### src/rtl/id_decode_stage_if.sv
// IF/ID, EX-feedback, write-back and ID/EX signal bundle for the decode stage.
// The slave modport is the decode stage itself; the master modport is whoever
// drives the fetch side and consumes the ID/EX register.
interface id_decode_stage_if #(
  parameter int NB_ADDR = 32,
  parameter int NB_INST = 32,
  parameter int NB_DATA = 32,
  parameter int NB_REG  = 5
);
  logic               i_valid;
  logic               o_ready;
  logic [NB_ADDR-1:0] i_pc;
  logic [NB_INST-1:0] i_instruction;
  logic               i_flush;
  logic               i_ex_ready;
  logic               i_ex_memread;
  logic [NB_REG-1:0]  i_ex_rt;
  logic               i_wb_en;
  logic [NB_REG-1:0]  i_wb_addr;
  logic [NB_DATA-1:0] i_wb_data;
  logic               o_valid;
  logic [NB_ADDR-1:0] o_pc;
  logic [NB_INST-1:0] o_instruction;
  logic [5:0]         o_opcode;
  logic [5:0]         o_funct;
  logic [NB_REG-1:0]  o_rs;
  logic [NB_REG-1:0]  o_rt;
  logic [NB_REG-1:0]  o_rd;
  logic [NB_REG-1:0]  o_shamt;
  logic [NB_DATA-1:0] o_immediate;
  logic [NB_DATA-1:0] o_rs_data;
  logic [NB_DATA-1:0] o_rt_data;
  logic               o_stall;

  modport slave (
    input  i_valid, i_pc, i_instruction, i_flush, i_ex_ready, i_ex_memread,
           i_ex_rt, i_wb_en, i_wb_addr, i_wb_data,
    output o_ready, o_valid, o_pc, o_instruction, o_opcode, o_funct, o_rs,
           o_rt, o_rd, o_shamt, o_immediate, o_rs_data, o_rt_data, o_stall
  );

  modport master (
    output i_valid, i_pc, i_instruction, i_flush, i_ex_ready, i_ex_memread,
           i_ex_rt, i_wb_en, i_wb_addr, i_wb_data,
    input  o_ready, o_valid, o_pc, o_instruction, o_opcode, o_funct, o_rs,
           o_rt, o_rd, o_shamt, o_immediate, o_rs_data, o_rt_data, o_stall
  );
endinterface

### src/rtl/id_decode_stage.sv
// Pipelined MIPS instruction-decode stage: valid/ready intake from IF/ID,
// field decode, opcode-dependent immediate extension, register file with
// write-back bypass, load-use hazard detection and a registered ID/EX stage
// with backpressure and flush.
module id_decode_stage #(
  parameter int NB_ADDR = 32,
  parameter int NB_INST = 32,
  parameter int NB_DATA = 32,
  parameter int NB_REG  = 5,
  parameter int N_REGS  = 32
) (
  input logic                i_clk,
  input logic                i_rst_n,
  id_decode_stage_if.slave   bus
);

  localparam logic [5:0] OP_ANDI = 6'h0C;
  localparam logic [5:0] OP_ORI  = 6'h0D;
  localparam logic [5:0] OP_XORI = 6'h0E;
  localparam logic [5:0] OP_LUI  = 6'h0F;

  // Register-file depth expressed at index width + 1 so out-of-range indices compare cleanly
  localparam logic [NB_REG:0] N_REGS_LIM = (NB_REG + 1)'(N_REGS);

  logic [NB_DATA-1:0] regs_q [N_REGS];
  logic [NB_DATA-1:0] regs_d [N_REGS];

  logic               valid_q, valid_d;
  logic [NB_ADDR-1:0] pc_q, pc_d;
  logic [NB_INST-1:0] instr_q, instr_d;
  logic [NB_DATA-1:0] imm_q, imm_d;
  logic [NB_DATA-1:0] rs_data_q, rs_data_d;
  logic [NB_DATA-1:0] rt_data_q, rt_data_d;

  logic [5:0]         in_opcode;
  logic [NB_REG-1:0]  in_rs;
  logic [NB_REG-1:0]  in_rt;
  logic [15:0]        in_imm;
  logic [NB_DATA-1:0] in_imm_ext;
  logic [NB_DATA-1:0] rs_read;
  logic [NB_DATA-1:0] rt_read;
  logic               wb_write;
  logic               hazard;
  logic               out_free;
  logic               ready;
  logic               accept;

  assign in_opcode = bus.i_instruction[31:26];
  assign in_rs     = NB_REG'(bus.i_instruction[25:21]);
  assign in_rt     = NB_REG'(bus.i_instruction[20:16]);
  assign in_imm    = bus.i_instruction[15:0];

  assign wb_write = bus.i_wb_en && (bus.i_wb_addr != '0) &&
                    ({1'b0, bus.i_wb_addr} < N_REGS_LIM);

  assign hazard   = bus.i_valid && bus.i_ex_memread && (bus.i_ex_rt != '0) &&
                    ((bus.i_ex_rt == in_rs) || (bus.i_ex_rt == in_rt));
  assign out_free = !valid_q || bus.i_ex_ready;
  assign ready    = !bus.i_flush && !hazard && out_free;
  assign accept   = bus.i_valid && ready;

  // Extend the 16-bit immediate: logical ops zero-extend, LUI shifts up, everything else sign-extends
  always_comb begin
    in_imm_ext = {{(NB_DATA-16){in_imm[15]}}, in_imm};
    case (in_opcode)
      OP_ANDI, OP_ORI, OP_XORI: in_imm_ext = {{(NB_DATA-16){1'b0}}, in_imm};
      OP_LUI:                   in_imm_ext = {in_imm, {(NB_DATA-16){1'b0}}};
      default:                  in_imm_ext = {{(NB_DATA-16){in_imm[15]}}, in_imm};
    endcase
  end

  // Register reads: r0 and out-of-range indices read zero, a same-cycle write-back wins over the array
  always_comb begin
    rs_read = '0;
    rt_read = '0;
    if ((in_rs != '0) && ({1'b0, in_rs} < N_REGS_LIM)) begin
      if (bus.i_wb_en && (bus.i_wb_addr == in_rs)) rs_read = bus.i_wb_data;
      else                                          rs_read = regs_q[in_rs];
    end
    if ((in_rt != '0) && ({1'b0, in_rt} < N_REGS_LIM)) begin
      if (bus.i_wb_en && (bus.i_wb_addr == in_rt)) rt_read = bus.i_wb_data;
      else                                          rt_read = regs_q[in_rt];
    end
  end

  // Next register-file contents: write-back lands regardless of flush or stall
  always_comb begin
    regs_d = regs_q;
    if (wb_write) regs_d[bus.i_wb_addr] = bus.i_wb_data;
  end

  // ID/EX next state: flush kills, accept loads, an empty slot becomes a bubble, a stalled full slot holds
  always_comb begin
    valid_d   = valid_q;
    pc_d      = pc_q;
    instr_d   = instr_q;
    imm_d     = imm_q;
    rs_data_d = rs_data_q;
    rt_data_d = rt_data_q;
    if (out_free || bus.i_flush) begin
      if (bus.i_flush) begin
        valid_d = 1'b0;
      end else if (accept) begin
        valid_d   = 1'b1;
        pc_d      = bus.i_pc;
        instr_d   = bus.i_instruction;
        imm_d     = in_imm_ext;
        rs_data_d = rs_read;
        rt_data_d = rt_read;
      end else begin
        valid_d = 1'b0;
      end
    end
  end

  // Register file storage, cleared by reset
  always_ff @(posedge i_clk or negedge i_rst_n) begin
    if (!i_rst_n) begin
      for (int i = 0; i < N_REGS; i++) regs_q[i] <= '0;
    end else begin
      regs_q <= regs_d;
    end
  end

  // ID/EX pipeline register
  always_ff @(posedge i_clk or negedge i_rst_n) begin
    if (!i_rst_n) begin
      valid_q   <= 1'b0;
      pc_q      <= '0;
      instr_q   <= '0;
      imm_q     <= '0;
      rs_data_q <= '0;
      rt_data_q <= '0;
    end else begin
      valid_q   <= valid_d;
      pc_q      <= pc_d;
      instr_q   <= instr_d;
      imm_q     <= imm_d;
      rs_data_q <= rs_data_d;
      rt_data_q <= rt_data_d;
    end
  end

  assign bus.o_ready       = ready;
  assign bus.o_stall       = hazard;
  assign bus.o_valid       = valid_q;
  assign bus.o_pc          = pc_q;
  assign bus.o_instruction = instr_q;
  assign bus.o_opcode      = instr_q[31:26];
  assign bus.o_funct       = instr_q[5:0];
  assign bus.o_rs          = NB_REG'(instr_q[25:21]);
  assign bus.o_rt          = NB_REG'(instr_q[20:16]);
  assign bus.o_rd          = NB_REG'(instr_q[15:11]);
  assign bus.o_shamt       = NB_REG'(instr_q[10:6]);
  assign bus.o_immediate   = imm_q;
  assign bus.o_rs_data     = rs_data_q;
  assign bus.o_rt_data     = rt_data_q;

endmodule

### src/flat_wrapper.sv
// flat-port wrapper written by rule: the top's interface ports become plain ports
module id_decode_stage_flat 
#(
  parameter int NB_ADDR = 32,
  parameter int NB_INST = 32,
  parameter int NB_DATA = 32,
  parameter int NB_REG  = 5,
  parameter int N_REGS  = 32
)
  (i_clk, i_rst_n, bus_i_valid, bus_i_pc, bus_i_instruction, bus_i_flush, bus_i_ex_ready, bus_i_ex_memread, bus_i_ex_rt, bus_i_wb_en, bus_i_wb_addr, bus_i_wb_data, bus_o_ready, bus_o_valid, bus_o_pc, bus_o_instruction, bus_o_opcode, bus_o_funct, bus_o_rs, bus_o_rt, bus_o_rd, bus_o_shamt, bus_o_immediate, bus_o_rs_data, bus_o_rt_data, bus_o_stall);
  id_decode_stage_if #(.NB_ADDR(NB_ADDR), .NB_INST(NB_INST), .NB_DATA(NB_DATA), .NB_REG(NB_REG)) bus_i ();
  input logic i_clk;
  input logic i_rst_n;
  input wire logic [$bits(bus_i.i_valid)-1:0] bus_i_valid;
  input wire logic [$bits(bus_i.i_pc)-1:0] bus_i_pc;
  input wire logic [$bits(bus_i.i_instruction)-1:0] bus_i_instruction;
  input wire logic [$bits(bus_i.i_flush)-1:0] bus_i_flush;
  input wire logic [$bits(bus_i.i_ex_ready)-1:0] bus_i_ex_ready;
  input wire logic [$bits(bus_i.i_ex_memread)-1:0] bus_i_ex_memread;
  input wire logic [$bits(bus_i.i_ex_rt)-1:0] bus_i_ex_rt;
  input wire logic [$bits(bus_i.i_wb_en)-1:0] bus_i_wb_en;
  input wire logic [$bits(bus_i.i_wb_addr)-1:0] bus_i_wb_addr;
  input wire logic [$bits(bus_i.i_wb_data)-1:0] bus_i_wb_data;
  output wire logic [$bits(bus_i.o_ready)-1:0] bus_o_ready;
  output wire logic [$bits(bus_i.o_valid)-1:0] bus_o_valid;
  output wire logic [$bits(bus_i.o_pc)-1:0] bus_o_pc;
  output wire logic [$bits(bus_i.o_instruction)-1:0] bus_o_instruction;
  output wire logic [$bits(bus_i.o_opcode)-1:0] bus_o_opcode;
  output wire logic [$bits(bus_i.o_funct)-1:0] bus_o_funct;
  output wire logic [$bits(bus_i.o_rs)-1:0] bus_o_rs;
  output wire logic [$bits(bus_i.o_rt)-1:0] bus_o_rt;
  output wire logic [$bits(bus_i.o_rd)-1:0] bus_o_rd;
  output wire logic [$bits(bus_i.o_shamt)-1:0] bus_o_shamt;
  output wire logic [$bits(bus_i.o_immediate)-1:0] bus_o_immediate;
  output wire logic [$bits(bus_i.o_rs_data)-1:0] bus_o_rs_data;
  output wire logic [$bits(bus_i.o_rt_data)-1:0] bus_o_rt_data;
  output wire logic [$bits(bus_i.o_stall)-1:0] bus_o_stall;
  assign bus_i.i_valid = bus_i_valid;
  assign bus_i.i_pc = bus_i_pc;
  assign bus_i.i_instruction = bus_i_instruction;
  assign bus_i.i_flush = bus_i_flush;
  assign bus_i.i_ex_ready = bus_i_ex_ready;
  assign bus_i.i_ex_memread = bus_i_ex_memread;
  assign bus_i.i_ex_rt = bus_i_ex_rt;
  assign bus_i.i_wb_en = bus_i_wb_en;
  assign bus_i.i_wb_addr = bus_i_wb_addr;
  assign bus_i.i_wb_data = bus_i_wb_data;
  assign bus_o_ready = bus_i.o_ready;
  assign bus_o_valid = bus_i.o_valid;
  assign bus_o_pc = bus_i.o_pc;
  assign bus_o_instruction = bus_i.o_instruction;
  assign bus_o_opcode = bus_i.o_opcode;
  assign bus_o_funct = bus_i.o_funct;
  assign bus_o_rs = bus_i.o_rs;
  assign bus_o_rt = bus_i.o_rt;
  assign bus_o_rd = bus_i.o_rd;
  assign bus_o_shamt = bus_i.o_shamt;
  assign bus_o_immediate = bus_i.o_immediate;
  assign bus_o_rs_data = bus_i.o_rs_data;
  assign bus_o_rt_data = bus_i.o_rt_data;
  assign bus_o_stall = bus_i.o_stall;
  id_decode_stage #(.NB_ADDR(NB_ADDR), .NB_INST(NB_INST), .NB_DATA(NB_DATA), .NB_REG(NB_REG), .N_REGS(N_REGS)) u_core (.i_clk(i_clk), .i_rst_n(i_rst_n), .bus(bus_i));
endmodule
### config.mk
export PLATFORM = sky130hd
export DESIGN_NAME = id_decode_stage_flat
export DESIGN_NICKNAME = d
export VERILOG_FILES = /design/src/rtl/id_decode_stage_if.sv /design/src/rtl/id_decode_stage.sv /design/src/flat_wrapper.sv
export SDC_FILE = /design/constraint.sdc
export NUM_CORES = 2
export LEC_CHECK = 0
export BUFFER_PORTS_ARGS = -buffer_cell sky130_fd_sc_hd__buf_4
export CORE_UTILIZATION = 56
export CTS_CLUSTER_SIZE = 12
export DETAILED_ROUTE_END_ITERATION = 8
export HOLD_SLACK_MARGIN = 0.05
export PLACE_DENSITY = 0.74
export SLEW_MARGIN = 0
export SYNTH_ARGS = -nofsm -noshare
export SYNTH_HDL_FRONTEND = slang
export SYNTH_SLANG_ARGS = --single-unit
### constraint.sdc
create_clock -name i_clk -period 6 [get_ports i_clk]
set_input_delay 1.2 -clock i_clk [delete_from_list [all_inputs] [get_ports i_clk]]
set_output_delay 1.2 -clock i_clk [all_outputs]
set_load 0.02 [all_outputs]
; Yosys cells after proc, flatten, opt, wreduce, memory -nomap -nowiden
; Index checks and enable logic that the tools add are counted.
[totals]
ramBits = 0
word_cells = 92
input_bits = 113
output_inout_bits = 195
latch_bits = 0
mem_count = 0
ff_bits = 1185
rom_bits = 0
[op_classes]
n_bitwise = 4
muxes = 16
n_div = 0
reduce_logical = 22
n_lt_le_gt_ge = 4
multipliers = 0
n_eq_ne = 8
addsub = 0
shifts = 0
[ops]
columns = operator, count
row1 = 1024-bit bitwise mux, 1
row2 = 32-bit binary-select mux with 5-bit select, 2
row3 = 32-bit 2-to-1 mux, 9
row4 = 32-bit demux with 5-bit select, 1
row5 = 32-bit case mux with 2 select lines, 1
row6 = 6-bit by 4-bit equality test with 1-bit output (second input constant), 4
row7 = 5-bit equality test, 4
row8 = 5-bit nonzero test, 4
row9 = 6-bit >= comparator (second input constant), 3
row10 = 5-bit NOT with 6-bit output, 3
row11 = 1-bit logical AND, 10
row12 = 6-bit by 1-bit less-than comparator with 1-bit output (second input constant), 1
row13 = 1-bit zero test, 3
row14 = 1-bit logical OR, 3
row15 = 3-bit AND reduction, 1
row16 = 3-bit OR reduction, 1
row17 = 1-bit 2-to-1 mux, 2
row18 = 1-bit NOT, 1

; Longest topological paths before layout
[depth]
word_depth = 9
mapped_depth = 10
ltp_nobuf = 6

; Worst setup path after synthesis
; OpenSTA, ideal clock, no wires.
[synth_timing]
path_type = input to output
start = input bus_i_ex_rt[0]
end = output bus_o_ready
t_arrival_ps = 2654
setup_slack_ps = 2146
required_time_ps = 4800
n_path_buf = 0
stages = 4
cell_sequence = or3_1 > o311a_1 > and2_1 > nor3_1
[synth_between]
elab_chain_len = 6
word_cells_on_any_way = 9
classes_between = 2 x eq/ne / 7 x reduce/logical
[synth_rtl]
columns = item, line
row1 = from (decl), flat_wrapper.sv:20  ; input wire logic [$bits(bus_i.i_ex_rt)-1:0] bus_i_ex_rt;
row2 = 5-bit equality test or 5-bit nonzero test (tied branches), "id_decode_stage.sv:57, id_decode_stage.sv:56"
row3 = 1-bit logical OR or 1-bit logical AND (tied branches), "id_decode_stage.sv:57, id_decode_stage.sv:56"
row4 = 1-bit logical AND *, id_decode_stage.sv:56  ; assign hazard = bus.i_valid && bus.i_ex_memread && (bus.i_ex_rt != '0) &&
row5 = via bus_o_stall, flat_wrapper.sv:37  ; output wire logic [$bits(bus_i.o_stall)-1:0] bus_o_stall;
row6 = 1-bit zero test *, id_decode_stage.sv:59  ; assign ready = !bus.i_flush && !hazard && out_free;
row7 = 1-bit logical AND * (2 in a row), id_decode_stage.sv:59
row8 = to (decl), flat_wrapper.sv:24  ; output wire logic [$bits(bus_i.o_ready)-1:0] bus_o_ready;
; Mark *: on every way through the listed nets, which the timed path passes. The rest lies on a longest branch.

; Worst setup path in the final report
[layout_timing]
start = input bus_i_instruction[23]
end = output bus_o_ready
[layout_between]
elab_chain_len = 6
[layout_rtl]
columns = item, line
row1 = from (decl), flat_wrapper.sv:16  ; input wire logic [$bits(bus_i.i_instruction)-1:0] bus_i_instruction;
row2 = 5-bit equality test, id_decode_stage.sv:57  ; ((bus.i_ex_rt == in_rs) || (bus.i_ex_rt == in_rt));
row3 = 1-bit logical OR, id_decode_stage.sv:57
row4 = 1-bit logical AND, id_decode_stage.sv:56
row5 = 1-bit zero test, id_decode_stage.sv:59
row6 = 1-bit logical AND (2 in a row), id_decode_stage.sv:59
; No other way between the ends.

==> results.sh <==
export IMPL_synth_nets=4028
export IMPL_initial_utilization=0.566
export IMPL_holdWs_ns=0.394
export IMPL_final_util=0.633
export IMPL_cts_max_level=3
export IMPL_setup_slack_ns=1.60
export IMPL_dp_cells=5223
export IMPL_crit_path_cell_trace="buf_8, xnor2_1, nand3_1, o22ai_1, and2_1, nor3_1, buf_4"
export IMPL_ys_warnings_count=0
export IMPL_coreArea_um2=107000
export IMPL_layout_drive_gt1_share=0.558
export IMPL_rows=120
export IMPL_slew_headroom=0.130
export IMPL_yosys_area_top_type="dfrtp_1"
export IMPL_dieArea_um2=110000
export IMPL_yosysMostFrequentCell="dfrtp_1"
export IMPL_io_pins=308
export IMPL_finalSetupViolations=0
export IMPL_wl_per_cell_um=31.8
export IMPL_syn_cell_area_um2=60700
export IMPL_critPathBufInv=2
export IMPL_vdd_drop_max_uv=268
export IMPL_finalHoldViolations=0
export IMPL_place_congestion=0.837
export IMPL_synth_edff_count=0
export IMPL_slowest_delay_ns=0.51
export IMPL_tritoncts="done"
export IMPL_gr_usage_met1=0.444
export IMPL_use_met3=0.0709
export IMPL_drt_first_pass_iters=8
export IMPL_synth_commonest_cells="1185 x dfrtp_1, 1022 x mux2_2, 637 x mux4_2"
export IMPL_grt_pass1_wl_um=256000
export IMPL_drv_cap=0
export IMPL_die_w_um=331
export IMPL_vias=37600
export IMPL_ctsHoldBuffers=0
export IMPL_cts_setup_buffers=0
export IMPL_multiInputGateArea_um2=29300
export IMPL_ys_flop_type="dfrtp_1"
export IMPL_first_global_vias=38100
export IMPL_clk_pin_slew_ns=0.06
export IMPL_antenna_found_initial=9
export IMPL_die_y_um=331
export IMPL_synth_cell_types=41
export IMPL_cts_buffers=121
export IMPL_slew_violations=0
export IMPL_ant_nets=0
export IMPL_cellPowerDensity_nw_per_um2=342
export IMPL_path_class="input pin to output port"
export IMPL_cts_root_buf="clkbuf_16"
export IMPL_cp_top_family="simple AND/OR/NAND/NOR gates"
export IMPL_gr_max_usage_layer="met2"
export IMPL_ys_seq_area_frac=0.489
export IMPL_grt_util_met2=0.507
export IMPL_viasPerCell=6.92
export IMPL_fin_area_um2=67800
export IMPL_overflow=0
export IMPL_min_period_ns=4.40
export IMPL_power_total_mw=23.2
export IMPL_clock_latency_ns=0.72
export IMPL_port_buffers=307
export IMPL_synthCells=3915
export IMPL_status="completed"
export IMPL_track_usage=0.321
export IMPL_cts_resized=0
export IMPL_syn_to_final_growth_pct=11.8
export IMPL_worstHoldPathType="flop to flop"
export IMPL_numClockSinks=1185
export IMPL_slowest_stage="o22ai_1"
export IMPL_dp_hpwl_um=94100
export IMPL_p_leak_nw=29.9
export IMPL_path_max_fanout=57
export IMPL_finalSetupTns_ns=0
export IMPL_drt_wl_total_um=173000
export IMPL_synthTopCellsByArea="dfrtp_1 49%, mux4_2 24%, mux2_2 19%, clkbuf_1 1.9%, nand2_1 1.6%"
export IMPL_start_kind="input pin"
export IMPL_final_cells=5434
export IMPL_synth_seq_cells=1185
export IMPL_fill_cells=7768
export IMPL_place_ws_ns=1.62
export IMPL_cts_max_path_buffers=3
export IMPL_placed_area_um2=63900
export IMPL_yosysTopAreaCellShare=0.489
export IMPL_max_freq_ghz=0.227
export IMPL_ys_async_sr_fraction=1.00
export IMPL_rsz0062_at_grt="no"
export IMPL_nets=4056
export IMPL_fin_crit_sh=0.733
export IMPL_critPathCaptureType="output port"
export IMPL_worst_slew_pin_transition_ns=1.30
export IMPL_grt_max_degree=142
export IMPL_worstPathArrival_ns=3.20
export IMPL_regArea_um2=29700
export IMPL_drtIter0Drc=3677
export IMPL_fin_skew_ns=0.0325
export IMPL_syn_avg_cell_area_um2=15.5
export IMPL_drc_errors=0
export IMPL_cp_required_ns=4.80
[cells by family after synthesis]
kind of cell	synth area share
AND/OR/NAND/NOR	0.0279
flip-flops	0.489
XOR/XNOR	0.00289
buffers and inverters	0.0329
multiplexers	0.432
AO/OA/AOI/OAI	0.0157
[registers in the layout (all words and copies together), names as in the netlist]
| register | flops |
|---|---|
| u_core.regs_q | 1024 |
| u_core.bus.o_immediate | 32 |
| u_core.bus.o_valid | 1 |
| u_core.bus.o_rt_data | 32 |
| u_core.bus.o_pc | 32 |
| u_core.bus.o_instruction | 32 |
| u_core.bus.o_rs_data | 32 |
[worst paths after layout]
check / startpoint / to / slack (ns) / depth (start not counted)
worst min register to register: u_core.regs_q[1004] / u_core.regs_q[1004] / 0.39 / 0
worst max register to register: u_core.bus.o_valid / u_core.bus.o_rs_data[12] / 2.89 / 7
max in group asynchronous: i_rst_n / u_core.bus.o_rt_data[4] / 4.14 / 2
min in group asynchronous: i_rst_n / u_core.regs_q[474] / 0.54 / 1
worst min-delay path: u_core.regs_q[1004] / u_core.regs_q[1004] / 0.39 / 0
worst max-delay path: bus_i_instruction[23] / bus_o_ready / 1.60 / 7
[cell type report]
type | instances | share of cell area
Antenna cell | 2 | 0.0000738
Clock buffer | 188 | 0.0537
Clock inverter | 21 | 0.00402
Inverter | 3 | 0.000166
Multi-Input combinational cell | 2256 | 0.432
Sequential cell | 1185 | 0.437
Tap cell | 1403 | 0.0259
Timing Repair Buffer | 376 | 0.0471
[routing by layer]
metal	wire length, µm	vias up
li1	-	15000
met1	68600	20500
met2	82300	1712
met3	15300	367
met4	6350	14
met5	80	-
[cell usage in the layout, fill, tap and decap left out, types with 6 or more instances in the layout]
cell	instances
a21oi_1	49
a221o_1	31
and3_1	31
buf_12	27
buf_4	343
bufinv_16	6
clkbuf_1	34
clkbuf_16	124
clkbuf_8	30
clkinv_2	12
dfrtp_1	1185
mux2_2	1022
mux2i_1	35
mux4_2	637
nand2_1	248
nand2_4	11
nand3_1	22
nor2_1	37
nor2_4	12
o21ai_0	19
o22ai_1	32
xnor2_1	12
xor2_1	8
[power breakdown]
part           internal [mW]  switching, mW
sequential              9.52           1.12
combinational           3.04           2.01
clock                   4.38           3.15
(Power assumes the default switching activity.)
